**config.mk**
```make
export PLATFORM = sky130hd
export DESIGN_NAME = csr_regfile
export DESIGN_NICKNAME = d
export VERILOG_FILES = /design/src/rtl/csr_regfile_pkg.sv /design/src/rtl/csr_counter64.sv /design/src/rtl/csr_regfile.sv
export SDC_FILE = /design/constraint.sdc
export NUM_CORES = 1
export LEC_CHECK = 0
export ABC_CLOCK_PERIOD_IN_PS = 3010
export BUFFER_PORTS_ARGS = -buffer_cell sky130_fd_sc_hd__buf_4
export CORE_MARGIN = 1.5
export CORE_UTILIZATION = 55
export CTS_CLUSTER_DIAMETER = 100
export DETAILED_ROUTE_END_ITERATION = 7
export PLACE_DENSITY = 0.79
export RECOVER_POWER = 100
export SETUP_SLACK_MARGIN = 0.5
export SLEW_MARGIN = 10
export SYNTH_ARGS = -nofsm -noshare
export SYNTH_HDL_FRONTEND = slang
export SYNTH_HIERARCHICAL = 1
export SYNTH_SLANG_ARGS = --single-unit
```
**constraint.sdc**
```tcl
create_clock -name clk_i -period 3.01 [get_ports clk_i]
set_input_delay 0.1505 -clock clk_i [delete_from_list [all_inputs] [get_ports clk_i]]
set_output_delay 0.1505 -clock clk_i [all_outputs]
set_load 0.05 [all_outputs]
```
**src/rtl/csr_regfile_pkg.sv**
```systemverilog
// Shared definitions for the machine-mode CSR file: widths, CSR addresses,
// mstatus field positions and the write-masking rules.
package csr_regfile_pkg;

    localparam int XLEN     = 32;
    localparam int PC_WIDTH = 32;

    localparam logic [11:0] CSR_MSTATUS   = 12'h300;
    localparam logic [11:0] CSR_MISA      = 12'h301;
    localparam logic [11:0] CSR_MTVEC     = 12'h305;
    localparam logic [11:0] CSR_MSCRATCH  = 12'h340;
    localparam logic [11:0] CSR_MEPC      = 12'h341;
    localparam logic [11:0] CSR_MCAUSE    = 12'h342;
    localparam logic [11:0] CSR_MCYCLE    = 12'hB00;
    localparam logic [11:0] CSR_MINSTRET  = 12'hB02;
    localparam logic [11:0] CSR_MCYCLEH   = 12'hB80;
    localparam logic [11:0] CSR_MINSTRETH = 12'hB82;
    localparam logic [11:0] CSR_CYCLE     = 12'hC00;
    localparam logic [11:0] CSR_INSTRET   = 12'hC02;
    localparam logic [11:0] CSR_CYCLEH    = 12'hC80;
    localparam logic [11:0] CSR_INSTRETH  = 12'hC82;
    localparam logic [11:0] CSR_MHARTID   = 12'hF14;

    // MSTATUS_MPP is the low bit of the two-bit MPP field (bits 12:11)
    localparam int MSTATUS_MIE  = 3;
    localparam int MSTATUS_MPIE = 7;
    localparam int MSTATUS_MPP  = 11;

    typedef struct packed {
        logic mpie;
        logic mie;
    } mstatus_t;

    function automatic logic [XLEN-1:0] mstatus_pack(input mstatus_t s);
        logic [XLEN-1:0] v;
        v                    = '0;
        v[MSTATUS_MIE]       = s.mie;
        v[MSTATUS_MPIE]      = s.mpie;
        v[MSTATUS_MPP +: 2]  = 2'b11;
        return v;
    endfunction

    function automatic logic csr_is_writable(input logic [11:0] idx);
        case (idx)
            CSR_MSTATUS, CSR_MTVEC, CSR_MSCRATCH, CSR_MEPC, CSR_MCAUSE,
            CSR_MCYCLE, CSR_MCYCLEH, CSR_MINSTRET, CSR_MINSTRETH: return 1'b1;
            default: return 1'b0;
        endcase
    endfunction

    // Value a write to idx actually stores (and what the read bypass returns)
    function automatic logic [XLEN-1:0] csr_wmask(input logic [11:0] idx,
                                                  input logic [XLEN-1:0] d);
        mstatus_t s;
        s.mie  = d[MSTATUS_MIE];
        s.mpie = d[MSTATUS_MPIE];
        case (idx)
            CSR_MSTATUS:         return mstatus_pack(s);
            CSR_MTVEC, CSR_MEPC: return d & ~XLEN'(3);
            default:             return d;
        endcase
    endfunction

endpackage

```
**src/rtl/csr_counter64.sv**
```systemverilog
// 64-bit counter with independently writable halves; a write to either half
// suppresses the increment for that cycle.
module csr_counter64
    import csr_regfile_pkg::*;
(
    input  logic            clk_i,
    input  logic            rst_i,
    input  logic            inc_i,
    input  logic            wr_lo_i,
    input  logic            wr_hi_i,
    input  logic [XLEN-1:0] wdata_i,
    output logic [63:0]     cnt_o
);

    logic [63:0] r_cnt;

    always_ff @(posedge clk_i) begin
        if (rst_i) begin
            r_cnt <= '0;
        end else if (wr_lo_i || wr_hi_i) begin
            if (wr_lo_i) r_cnt[31:0]  <= wdata_i;
            if (wr_hi_i) r_cnt[63:32] <= wdata_i;
        end else if (inc_i) begin
            r_cnt <= r_cnt + 64'd1;
        end
    end

    assign cnt_o = r_cnt;

endmodule

```
**src/rtl/csr_regfile.sv**
```systemverilog
// Machine-mode CSR file: combinational read port with write bypass, writeback
// commit, trap entry / mret handling and the cycle/instret counters.
module csr_regfile
    import csr_regfile_pkg::*;
#(
    parameter logic [XLEN-1:0] MHARTID_VAL = '0,
    parameter logic [XLEN-1:0] MISA_VAL    = 32'h4000_0100
) (
    input  logic                clk_i,
    input  logic                rst_i,
    input  logic [11:0]         csr_ridx_i,
    output logic [XLEN-1:0]     csr_rdata_o,
    input  logic                csr_we_i,
    input  logic [11:0]         csr_widx_i,
    input  logic [XLEN-1:0]     csr_wdata_i,
    input  logic                instret_i,
    input  logic                trap_i,
    input  logic [PC_WIDTH-1:0] trap_pc_i,
    input  logic [XLEN-1:0]     trap_cause_i,
    input  logic                mret_i,
    output logic [PC_WIDTH-1:0] mtvec_o,
    output logic [PC_WIDTH-1:0] mepc_o,
    output logic                mie_o
);

    mstatus_t            r_mstatus;
    logic [XLEN-1:0]     r_mtvec;
    logic [PC_WIDTH-1:0] r_mepc;
    logic [XLEN-1:0]     r_mcause;
    logic [XLEN-1:0]     r_mscratch;

    logic [XLEN-1:0]     w_wval;
    logic [XLEN-1:0]     w_cur;
    logic                w_bypass;
    logic [63:0]         w_cycle;
    logic [63:0]         w_instret;

    logic w_wr_mstatus, w_wr_mtvec, w_wr_mscratch, w_wr_mepc, w_wr_mcause;
    logic w_wr_cyc_lo, w_wr_cyc_hi, w_wr_ins_lo, w_wr_ins_hi;

    assign w_wval        = csr_wmask(csr_widx_i, csr_wdata_i);
    assign w_wr_mstatus  = csr_we_i && (csr_widx_i == CSR_MSTATUS);
    assign w_wr_mtvec    = csr_we_i && (csr_widx_i == CSR_MTVEC);
    assign w_wr_mscratch = csr_we_i && (csr_widx_i == CSR_MSCRATCH);
    assign w_wr_mepc     = csr_we_i && (csr_widx_i == CSR_MEPC);
    assign w_wr_mcause   = csr_we_i && (csr_widx_i == CSR_MCAUSE);
    assign w_wr_cyc_lo   = csr_we_i && (csr_widx_i == CSR_MCYCLE);
    assign w_wr_cyc_hi   = csr_we_i && (csr_widx_i == CSR_MCYCLEH);
    assign w_wr_ins_lo   = csr_we_i && (csr_widx_i == CSR_MINSTRET);
    assign w_wr_ins_hi   = csr_we_i && (csr_widx_i == CSR_MINSTRETH);

    csr_counter64 u_cycle (
        .clk_i   (clk_i),
        .rst_i   (rst_i),
        .inc_i   (1'b1),
        .wr_lo_i (w_wr_cyc_lo),
        .wr_hi_i (w_wr_cyc_hi),
        .wdata_i (csr_wdata_i),
        .cnt_o   (w_cycle)
    );

    csr_counter64 u_instret (
        .clk_i   (clk_i),
        .rst_i   (rst_i),
        .inc_i   (instret_i),
        .wr_lo_i (w_wr_ins_lo),
        .wr_hi_i (w_wr_ins_hi),
        .wdata_i (csr_wdata_i),
        .cnt_o   (w_instret)
    );

    // Trap outranks mret, which outranks a software write, per register
    always_ff @(posedge clk_i) begin
        if (rst_i) begin
            r_mstatus  <= '0;
            r_mtvec    <= '0;
            r_mepc     <= '0;
            r_mcause   <= '0;
            r_mscratch <= '0;
        end else begin
            if (w_wr_mtvec)    r_mtvec    <= w_wval;
            if (w_wr_mscratch) r_mscratch <= w_wval;
            if (trap_i) begin
                r_mepc         <= trap_pc_i & ~PC_WIDTH'(3);
                r_mcause       <= trap_cause_i;
                r_mstatus.mpie <= r_mstatus.mie;
                r_mstatus.mie  <= 1'b0;
            end else begin
                if (w_wr_mepc)   r_mepc   <= w_wval[PC_WIDTH-1:0];
                if (w_wr_mcause) r_mcause <= w_wval;
                if (mret_i) begin
                    r_mstatus.mie  <= r_mstatus.mpie;
                    r_mstatus.mpie <= 1'b1;
                end else if (w_wr_mstatus) begin
                    r_mstatus.mie  <= w_wval[MSTATUS_MIE];
                    r_mstatus.mpie <= w_wval[MSTATUS_MPIE];
                end
            end
        end
    end

    always_comb begin
        w_cur = '0;
        case (csr_ridx_i)
            CSR_MSTATUS:                  w_cur = mstatus_pack(r_mstatus);
            CSR_MISA:                     w_cur = MISA_VAL;
            CSR_MHARTID:                  w_cur = MHARTID_VAL;
            CSR_MTVEC:                    w_cur = r_mtvec;
            CSR_MSCRATCH:                 w_cur = r_mscratch;
            CSR_MEPC:                     w_cur = XLEN'(r_mepc);
            CSR_MCAUSE:                   w_cur = r_mcause;
            CSR_MCYCLE,   CSR_CYCLE:      w_cur = w_cycle[31:0];
            CSR_MCYCLEH,  CSR_CYCLEH:     w_cur = w_cycle[63:32];
            CSR_MINSTRET, CSR_INSTRET:    w_cur = w_instret[31:0];
            CSR_MINSTRETH, CSR_INSTRETH:  w_cur = w_instret[63:32];
            default:                      w_cur = '0;
        endcase
    end

    assign w_bypass    = csr_we_i && (csr_widx_i == csr_ridx_i) && csr_is_writable(csr_widx_i);
    assign csr_rdata_o = w_bypass ? w_wval : w_cur;

    assign mtvec_o = r_mtvec[PC_WIDTH-1:0];
    assign mepc_o  = r_mepc;
    assign mie_o   = r_mstatus.mie;

endmodule

```
# --- Word-level counts from Yosys, hierarchy flattened ---
# Cells that the tools add are included.
# W data, S select, Z words.
classes:
  n_addsub: 2
  eq_ne: 28
  mux: 18
  reduce_logical: 27
op_table:
  columns: ["op", "count"]
  rows:
  - ["$pmux W32 S10", 1]
  - ["$mux W32", 9]
  - ["$mux W64", 3]
  - ["$eq A12 B12 Y1 const B", 12]
  - ["$eq A12 B10 Y1 const B", 11]
  - ["$add A64 B1 Y64 const B", 2]
  - ["$pmux W32 S2", 1]
  - ["$eq A12 B12 Y1", 1]
  - ["$reduce_or A2 Y1", 6]
  - ["$logic_and A1 B1 Y1", 11]
  - ["$reduce_or A9 Y1", 1]
  - ["$ne A2 B1 Y1 const B", 4]
  - ["$reduce_bool A2 Y1", 4]
  - ["$mux W2", 3]
  - ["$reduce_and A2 Y1", 2]
  - ["$reduce_bool A3 Y1", 1]
  - ["$logic_or A1 B1 Y1", 2]
  - ["$mux W1", 1]
word_totals:
  regBits: 258
  in_bits: 126
  elab_cells: 86

# --- Logic depth before layout (Yosys ltp) ---
depth:
  ltp_word: 6
  depth_mapped: 12
  ltp_nobuf: 9

# --- Hierarchy ---
# Netlist, hierarchy kept.
by_module_without_submodules:
  columns: ["mod", "n_inst", "cells_each", "area_each_um2"]
  rows:
  - ["csr_regfile", 1, 1074, 8947.3]
  - ["csr_counter64 at u_instret", 1, 545, 4192.8]
  - ["csr_counter64 at u_cycle", 1, 529, 3931.3]

# --- Worst setup path after synthesis ---
# OpenSTA, ideal clock, no wires.
synth_timing:
  path_type: "input port to output port"
  start: "input csr_ridx_i[3]"
  end: "output csr_rdata_o[20]"
  t_arrival_ps: 2731
  t_required_ps: 2859
  setup_slack_ps: 128
  cell_stages: 8
  cell_sequence: "clkbuf_1 > nor4_1 > inv_1 > o21ai_0 > a221oi_1 > clkbuf_1 > buf_1 > o31ai_1"
synth_between:
  elab_chain_len: 4
synth_rtl:
  columns: ["item", "line", "text"]
  rows:
  - ["start, declared", "csr_regfile.sv:11", "input logic [11:0] csr_ridx_i,"]
  - ["$eq A12 B12 Y1 (on tied branches)", "csr_regfile.sv:104, csr_regfile.sv:120", null]
  - ["$reduce_or A2 Y1 or $logic_and A1 B1 Y1 (tied branches)", "csr_regfile.sv:104, csr_regfile.sv:120", null]
  - ["$pmux W32 S10 or $logic_and A1 B1 Y1 (tied branches)", "csr_regfile.sv:104, csr_regfile.sv:120", null]
  - ["$mux W32 (*)", "csr_regfile.sv:121", "assign csr_rdata_o = w_bypass ? w_wval : w_cur;"]
  - ["end, declared", "csr_regfile.sv:12", "output logic [XLEN-1:0] csr_rdata_o,"]
# Every way passes the cells marked *; elsewhere a longest branch is shown, timed or not.

# --- Worst setup path in the final report ---
layout_timing:
  start: "input csr_widx_i[5]"
  end: "output csr_rdata_o[17]"
layout_between:
  elab_chain_len: 5
layout_rtl:
  columns: ["item", "line", "text"]
  rows:
  - ["start, declared", "csr_regfile.sv:14", "input logic [11:0] csr_widx_i,"]
  - ["$eq A12 B10 Y1, or another cell as far along", "csr_regfile_pkg.sv:44, csr_regfile_pkg.sv:57", null]
  - ["$reduce_or A9 Y1", "csr_regfile_pkg.sv:44", "case (idx)"]
  - ["$mux W1", "csr_regfile_pkg.sv:44", null]
  - ["$logic_and A1 B1 Y1", "csr_regfile.sv:120", "assign w_bypass = csr_we_i && (csr_widx_i == csr_ridx_i) && csr_is_writable(csr_widx_i);"]
  - ["$mux W32 (*)", "csr_regfile.sv:121", null]
# Marks and branches as above.

==> results.md <==
Finish:
- In the final layout, flip-flops and latches occupy 0.00517 mm2.
- Leaving out filler cells and counting taps, the final layout contains about 2.9k.
- The net count of the finished layout is 2,566.
- The area growth from synthesis to layout is 24.3%.
- Summing all non-filler instances in the final layout gives an area of about 0.021 mm2.
- The layout cell share with drive strength beyond 1 is between 10% and 20%.
- The final-layout fill cell count is around 2.6k.
- The footprint of the multi-input gates is 0.0110 mm2.

Synthesis:
- The average instance area after synthesis is roughly 7.9 um2.
- The count of yosys warnings during synthesis is 6.
- After synthesis the cells add up to roughly 0.017 mm2.
- The most frequently used flop master after synthesis is sky130_fd_sc_hd__dfxtp_1.
- The synthesized instance count is 2,148.
- The number of synthesized flops with an enable pin is 0.
- The unique cell type count in the Yosys netlist is roughly 90.
- Counting flops with an async set or reset pin after synthesis yields a share of 0%.
- In this run, synthesis produced a sequential element count of about 260.
- For this run, the register share of the synthesized area comes to between 30% and 40%.

Placement:
- The area of placed instances is approximately 0.02 mm2.
- The number of placed instances, taps included, is approximately 2.7k.
- Detailed placement ended at an HPWL of ~55 mm.
- The congestion estimate from routability-driven global placement came to 1.05.
- The count of input and output buffers is 220.

Clock tree:
- The number of sinks on the clock net is about 260.
- The clock insertion delay at the later pin of the skew report is 0.58 ns.
- The CTS buffer count is 30.
- The clock tree buffer depth is 3.
- The total number of H-tree levels is 1.
- The clock root buffer master is sky130_fd_sc_hd__clkbuf_16.
- TritonCTS built the clock tree.
- The CTS clock-pin slew for the worst setup and hold paths is approximately 0.060 ns.

Timing:
- The final count of hold timing violations is 0.
- Based on the critical path, the design can be clocked at up to ~0.36 GHz.
- The count of final max-slew check failures is 35.
- Setup repair after global routing could not meet its margin everywhere.
- Dividing the final minimum period by the clock period gives slightly above 90%.
- The headroom to the max-slew limit is -24.8%.
- The smallest hold slack is 0.0262 ns.
- The shortest clock period the worst path allows after layout is approximately 2.8 ns.
- The count of final setup violators is 0.
- The transition time at the pin with the least slew margin is 1.87 ns.
- On the final layout, the worst clock skew is ~0.011 ns.
- Setup total negative slack on the finished layout was measured at 0 ns.

Setup path:
- The largest incremental delay on the critical path is 0.86 ns.
- Traced cell by cell, the critical path runs through buf_4 -> or4_4 -> buf_4 -> o41ai_1 -> mux2i_2 -> clkbuf_2.
- The category of the worst setup path launch point is an input pin.
- The critical path capture point type is an output pin.
- The buffering stage count on the worst path with inverters included is 3.
- The most numerous cell type found on the critical path is sky130_fd_sc_hd__buf_4.
- The data required time at the worst endpoint is between 2 and 3 ns.
- The slowest stage of the critical path is the sky130_fd_sc_hd__o41ai_1 cell.
- STA puts the critical path data arrival time at approximately 2.6 ns.
- The cell family contributing the most delay on the critical path is compound AO/OA/AOI/OAI gates.
- The critical path is of the in2out type.
- The setup check on the worst reg-to-reg path leaves a slack of approximately 0.35 ns.
- The critical-path maximum fanout is 27.

Pwr:
- Net switching is 27.1% of the power.
- The sequential cell fraction of total power is between 30% and 40%.
- Total power for the finished layout comes to 8930 uW.
- The internal power is around 6500 uW.
- The leakage power is around 0.0076 uW.
- In this run the power spent charging and discharging nets is between 2000 and 2500 uW.
- The part of the total power dissipated in the clock network is 47.4%.
- Combinational logic burns ~13% of the power.
- IR analysis of the VDD net gives a maximum drop of approximately 0.40 mV.
- In this run the power density over the cells is roughly 420 mW/mm2.

Floorplanning:
- After floorplanning, the core was sized to cover approximately 0.03 mm2.
- The die area is about 0.032 mm2.
- The floorplan step set the die width to 179 um.
- The floorplan has 64 rows.
- The die is 179 um tall.
- For this configuration, the core starts out at a cell density of roughly 56%.
- The top-level I/O count is around 220.

GRT:
- The global-route wire length before repair is about 120 mm.
- The largest net degree at the start of global routing is about 120.
- The number of antenna violations at the first check in global routing came to 2.
- Global routing finished with a remaining overflow of 0.
- Across every metal layer, demand over resource in global routing totals around half.
- The via count of the first global-routing pass came to approximately 18k.

Route:
- The routed via count is slightly above 20k.
- The wire length after detailed routing is 80.5 mm.
- After detailed routing, the average wire length per cell comes to 28.1 um.
- Using the TritonRoute via totals, the vias-per-cell ratio works out to between 7 and 8.
- The detailed router finished its first iteration with between 3k and 4k violations.
- The detailed router put a total of 28.4 mm of wire on met1.
- The highest layer touched by signal routing is met4.
- The remaining antenna violation count after routing is 0.
- The sum of met3 wire segment lengths after detailed routing is approximately 11 mm.
- Before antenna repair, the detailed router went through 7 iterations.
- For this run, design rule violations remaining after detail routing come to 0.
- The met2 wire length is ~34 mm.

Job:
- The count of max-cap constraint violations is 1.

Run status:
- The flow ran to the end, but the final reports show violations.
- The checks that failed: capacitance limit, slew limit.

Hold path:
- The path class of the lowest-slack min-delay path is in2reg.
[cell usage after synthesis, types with 40 or more instances]
| cell type | number | share of area (%) |
|---|---|---|
| sky130_fd_sc_hd__nor2b_1 | 61 | 2.2 |
| sky130_fd_sc_hd__nor3_1 | 94 | 2.8 |
| sky130_fd_sc_hd__o21ai_0 | 70 | 2.1 |
| sky130_fd_sc_hd__clkbuf_1 | 122 | 2.7 |
| sky130_fd_sc_hd__nand2_1 | 209 | 4.6 |
| sky130_fd_sc_hd__nor2_1 | 239 | 5.3 |
| sky130_fd_sc_hd__a21oi_1 | 120 | 3.5 |
| sky130_fd_sc_hd__dfxtp_1 | 258 | 30 |
| sky130_fd_sc_hd__mux2i_1 | 58 | 3.4 |
| sky130_fd_sc_hd__a211oi_1 | 100 | 4.4 |
| sky130_fd_sc_hd__nand4_1 | 69 | 2.5 |
| sky130_fd_sc_hd__nand3_1 | 77 | 2.3 |
| sky130_fd_sc_hd__nor4_1 | 40 | 1.5 |
[cells by family (layout without fill, tap and decap cells)]
logic type | after synthesis | after routing | share of synthesized area (%)
XOR/XNOR | 57 | 57 | 2.92
multiplexers | 96 | 96 | 7.75
flip-flops | 258 | 258 | 30.3
AO/OA/AOI/OAI | 545 | 545 | 23.9
adder cells (fa/ha/maj) | 2 | 2 | 0.147
AND/OR/NAND/NOR | 968 | 968 | 29.5
buffers and inverters | 221 | 530 | 5.47
other | 1 | 8 | 0.0220
[flip-flops by register name, summed over array words and instances, names as in the netlist]
signal,cells
mepc_o,32
u_cycle/cnt_o,64
u_instret/cnt_o,64
r_mcause,32
r_mscratch,32
r_mstatus,1
mtvec_o,32
mie_o,1
[power by group through the flow]
stage	Clock (uW)	Sequential, uW	Combinational [uW]
final	4230	3560	1150
after detailed placement	0	3620	1030
after global placement	0	3620	1020
after CTS	4190	3550	1130
after global routing	4350	3560	1180
after floorplan	0	3700	475
[layout by cell type (no fill, tap or decap), types with 57 or more instances in the layout]
| cell | netlist | final |
|---|---|---|
| sky130_fd_sc_hd__a211oi_1 | 100 | 99 |
| sky130_fd_sc_hd__a21oi_1 | 120 | 120 |
| sky130_fd_sc_hd__buf_4 | 2 | 229 |
| sky130_fd_sc_hd__clkbuf_1 | 122 | 93 |
| sky130_fd_sc_hd__dfxtp_1 | 258 | 253 |
| sky130_fd_sc_hd__dlygate4sd3_1 | 0 | 94 |
| sky130_fd_sc_hd__mux2i_1 | 58 | 57 |
| sky130_fd_sc_hd__nand2_1 | 209 | 209 |
| sky130_fd_sc_hd__nand3_1 | 77 | 77 |
| sky130_fd_sc_hd__nand4_1 | 69 | 70 |
| sky130_fd_sc_hd__nor2_1 | 239 | 237 |
| sky130_fd_sc_hd__nor2b_1 | 61 | 60 |
| sky130_fd_sc_hd__nor3_1 | 94 | 94 |
| sky130_fd_sc_hd__o21ai_0 | 70 | 65 |
[final cells by class]
type                    instances  share of cell area, %
well taps                     396                   2.34
flip-flops and latches        258                   24.4
clock inverters                12                   1.00
diodes                          2                 0.0236
repair buffers                438                   15.5
inverters                      36                  0.637
clock buffers                  44                   4.31
multi-input cells            1674                   51.8
[worst paths after layout]
kind                    start           endpoint  depth (start not counted)
max             csr_widx_i[5]    csr_rdata_o[17]                          6
min            csr_wdata_i[9]  u_cycle/cnt_o[41]                          2
max reg2reg  u_cycle/cnt_o[0]  u_cycle/cnt_o[54]                          8
min reg2reg     r_mscratch[3]      r_mscratch[3]                          2
[routing by layer]
metal	vias to the layer above	global-route usage [%]
met5	-	0
met4	0	32.4
met2	1730	73.1
met3	436	13.2
met1	9539	60.1
li1	8670	-
[metrics by stage]
stage / worst slack, ns / utilization, %
floorplan: 0.128 / -
global placement: 0.381 / 63.8
detailed placement: 0.342 / 63.8
CTS: 0.459 / 70.8
global route: 0.251 / 69.3
finish: 0.235 / 69.4
[timing repair]
action / CTS / global route
endpoints found under the setup margin: 18 / 47
resized for setup: 14 / 36
hold endpoints to repair: 148 / 0
pin swaps: 2 / 7
setup buffers: 1 / 6
hold buffers: 94 / 0
Note: power is estimated with default switching activity, not from simulation.
